==> config.mk <==
export PLATFORM = sky130hd
export DESIGN_NAME = sata_crc_unit
export DESIGN_NICKNAME = d
export VERILOG_FILES = /design/src/rtl/sata_crc_pkg.sv /design/src/rtl/sata_crc_unit_crc.sv /design/src/rtl/sata_crc_unit.sv
export SDC_FILE = /design/constraint.sdc
export NUM_CORES = 1
export LEC_CHECK = 0
export CAP_MARGIN = 25
export CORE_ASPECT_RATIO = 0.8
export CORE_MARGIN = 8
export CORE_UTILIZATION = 52
export DETAILED_ROUTE_END_ITERATION = 10
export DONT_BUFFER_PORTS = 1
export PLACE_DENSITY = 0.74
export SLEW_MARGIN = 20
export SYNTH_ARGS = -nofsm -noshare
export SYNTH_HDL_FRONTEND = slang
export SYNTH_SLANG_ARGS = --single-unit
export TNS_END_PERCENT = 5
==> constraint.sdc <==
create_clock -name clk -period 4.8 [get_ports clk]
set_input_delay 1.44 -clock clk [delete_from_list [all_inputs] [get_ports clk]]
set_output_delay 1.44 -clock clk [all_outputs]
set_load 0.005 [all_outputs]
==> src/rtl/sata_crc_pkg.sv <==
// SATA frame CRC shared definitions.
// Default polynomial/seed and generate-mode states.
package sata_crc_pkg;

  localparam logic [31:0] CRC_POLYNOMIAL = 32'h04C11DB7;
  localparam logic [31:0] CRC_INITVALUE  = 32'h52325032;

  typedef enum logic {
    PASS,
    APPEND
  } gen_state_e;

endpackage

==> src/rtl/sata_crc_unit_crc.sv <==
// Combinational MSB-first CRC step over one data word.
// No reflection and no final XOR.
module crc_calculator
  import sata_crc_pkg::*;
#(
  parameter int DATAWIDTH = 32,
  parameter int CRCWIDTH  = 32,
  parameter logic [CRCWIDTH-1:0] POLYNOMIAL =
    CRCWIDTH'(CRC_POLYNOMIAL)
) (
  input  logic [DATAWIDTH-1:0] i_data,
  input  logic [CRCWIDTH-1:0]  i_crc,
  output logic [CRCWIDTH-1:0]  o_crc
);

  logic [CRCWIDTH-1:0] c;
  logic                fb;

  always_comb begin
    c  = i_crc;
    fb = 1'b0;
    for (int i = DATAWIDTH - 1; i >= 0; i--) begin
      fb = c[CRCWIDTH-1] ^ i_data[i];
      c  = {c[CRCWIDTH-2:0], 1'b0};
      if (fb) c = c ^ POLYNOMIAL;
    end
    o_crc = c;
  end

endmodule

==> src/rtl/sata_crc_unit.sv <==
// SATA frame CRC engine: appends CRC (generate) or
// strips and verifies it (check) on a dword stream.
module sata_crc_unit
  import sata_crc_pkg::*;
#(
  parameter int          MODE_CHECK  = 0,
  parameter logic [31:0] POLYNOMIAL  = CRC_POLYNOMIAL,
  parameter logic [31:0] INITVALUE   = CRC_INITVALUE,
  parameter int          ERRCNTWIDTH = 16
) (
  input  logic                   reset,
  input  logic                   clk,
  input  logic [31:0]            i_dat,
  input  logic                   i_val,
  input  logic                   i_eop,
  output logic                   i_rdy,
  output logic [31:0]            o_dat,
  output logic                   o_val,
  output logic                   o_eop,
  output logic                   o_err,
  input  logic                   o_rdy,
  output logic [ERRCNTWIDTH-1:0] err_cnt,
  input  logic                   err_clr
);

  if (MODE_CHECK == 0) begin : g_gen

    gen_state_e  state_q, state_d;
    logic [31:0] crc_q, crc_d;
    logic [31:0] crc_new;
    logic        unused_gen;

    crc_calculator #(
      .DATAWIDTH (32),
      .CRCWIDTH  (32),
      .POLYNOMIAL(POLYNOMIAL)
    ) u_crc (
      .i_data(i_dat),
      .i_crc (crc_q),
      .o_crc (crc_new)
    );

    always_comb begin
      state_d = state_q;
      crc_d   = crc_q;
      unique case (state_q)
        PASS: begin
          if (i_val && o_rdy) begin
            crc_d = crc_new;
            if (i_eop) state_d = APPEND;
          end
        end
        APPEND: begin
          if (o_rdy) begin
            crc_d   = INITVALUE;
            state_d = PASS;
          end
        end
        default: ;
      endcase
    end

    always_ff @(posedge clk or posedge reset) begin
      if (reset) begin
        state_q <= PASS;
        crc_q   <= INITVALUE;
      end else begin
        state_q <= state_d;
        crc_q   <= crc_d;
      end
    end

    assign i_rdy      = (state_q == PASS) & o_rdy;
    assign o_val      = (state_q == APPEND) | i_val;
    assign o_dat      = (state_q == APPEND) ? crc_q : i_dat;
    assign o_eop      = (state_q == APPEND);
    assign o_err      = 1'b0;
    assign err_cnt    = '0;
    assign unused_gen = err_clr;

  end else begin : g_chk

    logic [31:0]            hold_dat_q, hold_dat_d;
    logic                   hold_val_q, hold_val_d;
    logic [31:0]            crc_q, crc_d;
    logic [31:0]            crc_new;
    logic [ERRCNTWIDTH-1:0] err_cnt_q, err_cnt_d;
    logic                   in_xfer;
    logic                   crc_bad;
    logic                   bump;

    // CRC runs over the held word, so the trailing
    // CRC dword is compared before it is ever stored.
    crc_calculator #(
      .DATAWIDTH (32),
      .CRCWIDTH  (32),
      .POLYNOMIAL(POLYNOMIAL)
    ) u_crc (
      .i_data(hold_dat_q),
      .i_crc (crc_q),
      .o_crc (crc_new)
    );

    assign i_rdy   = ~hold_val_q | o_rdy;
    assign in_xfer = i_val & i_rdy;
    assign crc_bad = crc_new != i_dat;

    assign o_val   = hold_val_q & i_val;
    assign o_dat   = hold_dat_q;
    assign o_eop   = o_val & i_eop;
    assign o_err   = o_eop & crc_bad;
    assign err_cnt = err_cnt_q;

    always_comb begin
      hold_dat_d = hold_dat_q;
      hold_val_d = hold_val_q;
      crc_d      = crc_q;
      bump       = 1'b0;
      if (in_xfer) begin
        unique case (1'b1)
          hold_val_q & ~i_eop: begin
            crc_d      = crc_new;
            hold_dat_d = i_dat;
          end
          hold_val_q & i_eop: begin
            hold_val_d = 1'b0;
            crc_d      = INITVALUE;
            bump       = crc_bad;
          end
          ~hold_val_q & ~i_eop: begin
            hold_dat_d = i_dat;
            hold_val_d = 1'b1;
          end
          ~hold_val_q & i_eop: begin
            crc_d = INITVALUE;
            bump  = 1'b1;
          end
        endcase
      end
    end

    always_comb begin
      err_cnt_d = err_cnt_q;
      if (err_clr) begin
        err_cnt_d = '0;
      end else if (bump && !(&err_cnt_q)) begin
        err_cnt_d = err_cnt_q + ERRCNTWIDTH'(1);
      end
    end

    always_ff @(posedge clk or posedge reset) begin
      if (reset) begin
        hold_dat_q <= '0;
        hold_val_q <= 1'b0;
        crc_q      <= INITVALUE;
        err_cnt_q  <= '0;
      end else begin
        hold_dat_q <= hold_dat_d;
        hold_val_q <= hold_val_d;
        crc_q      <= crc_d;
        err_cnt_q  <= err_cnt_d;
      end
    end

  end

endmodule
==> summary.txt <==
Run status
  – Status: complete, no violations

Floorplanning
  – Die W: 124.6 um
  – Die Y: a little over 100 um
  – Die area: about 13000 um2
  – Row cnt: 31
  – Ports: 90
  – Core Region: roughly 9000 um2
  – Initial Utilization: between 50% and 60%

Worst setup path
  – WP depth: 11
  – Register-to-Register Path Depth: 11
  – CP Data Arrival Time: 4.62 ns
  – Startpoint Class: primary input
  – WS Path Type: in -> reg
  – CP Max Fanout: 3
  – Slowest cell on crit path: xnor2_1
  – Critical Path, Cell by Cell: xnor2_2 -> buf_4 -> xnor2_1 -> xnor3_1 -> xnor2_1 -> buf_4 -> xnor2_4 -> xor2_4 -> xor3_2 -> xnor3_1 -> a22o_1
  – Crit-path leading delay family: XOR/XNOR gates
  – Crit path buf inv count: 2
  – Worst setup EP type: register
  – Slowest stage delay, CP: ~0.57 ns
  – Data required, critical path: roughly 5 ns

STA
  – # setup viols final: 0
  – Worst slew margin: 43.50%
  – Worst setup margin: between 0.3 and 0.4 ns
  – Slew at the pin closest to its max-slew limit: approximately 0.85 ns
  – Hold Vio Cnt, Final: 0
  – Fmax: ~220 MHz
  – Max-slew violations: 0
  – Fin crit share: between 90% and 100%
  – Worst Skew: approximately 0.0065 ns
  – Final Critical Period: between 4 and 5 ns
  – WHS: around 0.52 ns
  – RSZ-0062 raised after global routing: false
  – Setup TNS: 0 ns

CTS
  – CTS tree: yes
  – CTS Hold Buffers Added: 0
  – H-tree depth: 2
  – Worst-path clk slew: around 0.060 ns
  – TritonCTS Sinks: 33
  – Clock latency reported for the late side of the worst-skew pair: 0.28 ns
  – Clock Tree Buf Depth: 2
  – Setup bufs post-CTS: 0
  – Post-CTS sizing: 0
  – CTS buffer count: 5
  – Clk root buf: clkbuf_16

Hold path
  – Hold Crit Depth: 2
  – Min-Delay Path Class: reg -> reg

Yosys
  – Mapped cell area: 4903 um2
  – Synth Warn #: 0
  – Synthesized flop and latch total: 33
  – Yosys cell types: 31
  – Syn_area_per_cell: ~12 um2
  – Seq/Total Area, Yosys: between 15 and 20%
  – Synthesized instance count: 420

Route
  – Vias post-DR: around 3200
  – Antenna viol nets, final: 0
  – Pre-antenna DRT Iters: 4
  – Final wirelength: approximately 14000 um
  – DR WL/cell: ~23 um
  – Detailed-route DRC error count: 0
  – Vias per inst: roughly 5.4
  – Initial DRC count: around 190

Placement
  – Placement Setup Slack: just over 0.1 ns
  – GP Congestion: approximately 0.91
  – IO buf count: 0
  – Dpl cells: between 500 and 600
  – Post-DP HPWL: ~11000 um

Global routing
  – GRT overflow: 0
  – Total track usage: 21.53%
  – Largest net degree at the start of global routing: 34
  – Number of global-route vias before repair: ~3400
  – First-pass GRT wire length: ~21000 um
  – Antenna violations before repair: 0

Finish
  – FF+latch area: between 800 and 900 um2
  – Share of cells above drive strength 1: between 30% and 40%
  – # fillers: 760
  – Nets@finish: 517
  – Finished Layout Cells: ~600
  – Area occupied by multi-input gates: around 4000 um2
  – Syn-to-layout area delta: 14.54%
  – Most common cell after layout, fill and taps aside: xnor2_1
  – Commonest non-fill, non-tap cells in the layout: 148 x xnor2_1, 63 x buf_4, 45 x xor2_1
  – Diodes inserted: 0

Job
  – Max Cap Viol: 0
-- final timing paths --
kind                                 start               to  slack (ns)
setup / recovery                 i_dat[28]  g_gen.crc_q[11]        0.35
hold / removal              g_gen.crc_q[4]   g_gen.crc_q[4]        0.52
setup reg to reg           g_gen.crc_q[28]  g_gen.crc_q[11]        0.92
hold reg to reg             g_gen.crc_q[4]   g_gen.crc_q[4]        0.52
max in group asynchronous            reset  g_gen.crc_q[21]        3.31
min in group asynchronous            reset   g_gen.crc_q[6]        1.14
-- tightest hold or removal path: stages (launching register included) --
cell	delay, ns
dfstp_2	0.38
nor2_1	0.10
a21oi_1	0.04
-- metal layers --
layer  wire length [um]  GRT usage [%]  vias to the layer above
li1                   -              -                     1466
met1               6222          30.29                     1598
met2               6128          33.99                      136
met3               1011          3.546                       15
met4                238          5.078                        0
met5                  0              0                        -
-- sequential cells by signal, summed over array words and instances, names as in the netlist --
register / cells
g_gen.crc_q: 32
o_eop: 1
-- metrics by stage --
stage          utilization [%]  area [um2]
2_1_floorplan                -        4971
3_3_place_gp             59.49        5423
3_5_place_dp             59.49        5423
4_1_cts                  61.62        5617
5_1_grt                  61.62        5617
6_report                 61.62        5617
-- cells by family (layout without fill, tap and decap cells) --
logic type | after synthesis | in the layout | share of synthesized area [%]
muxes | 33 | 33 | 7.553
and+or+nand+nor | 31 | 31 | 2.603
buffers and inverters | 28 | 72 | 3.445
AOI/OAI and AO/OA | 32 | 32 | 3.878
other | 1 | 17 | 0.07648
DFF | 33 | 33 | 17.12
xor gates and xnor gates | 262 | 262 | 65.32
-- synth_stat cells --
cell	number	area share, %
xor2_4	2	1.1
xnor3_4	2	1.1
clkbuf_1	7	0.54
mux2i_1	1	0.20
xor2_1	45	8.0
and2_1	2	0.26
conb_1	1	0.076
a22o_1	3	0.54
nand3_1	1	0.10
nor2_1	6	0.46
dfstp_2	11	5.9
a21oi_1	6	0.61
or2_2	1	0.13
xnor3_2	8	3.9
xnor2_2	8	2.7
xnor2_4	5	2.8
o21ai_0	17	1.7
nand2_1	20	1.5
o21ai_1	1	0.10
inv_1	1	0.076
dfrtp_1	22	11
nor2b_1	1	0.13
xnor3_1	32	15
o22a_1	5	0.89
xnor2_1	149	27
buf_4	17	2.6
mux2_2	32	7.3
xor2_2	6	2.0
xor3_1	4	1.9
buf_1	3	0.23
xor3_2	1	0.51
-- area by class of cell --
type | count | share of cell area [%]
clock buffer | 5 | 2.228
tap | 115 | 2.562
timing repair buffer | 63 | 8.421
multi-input combinational | 375 | 70.55
inverter | 1 | 0.06683
clock inverter | 3 | 1.225
sequential | 33 | 14.95
Power is not shown: default switching activity piles up to over one toggle a cycle in this logic, so the estimate is an artifact.
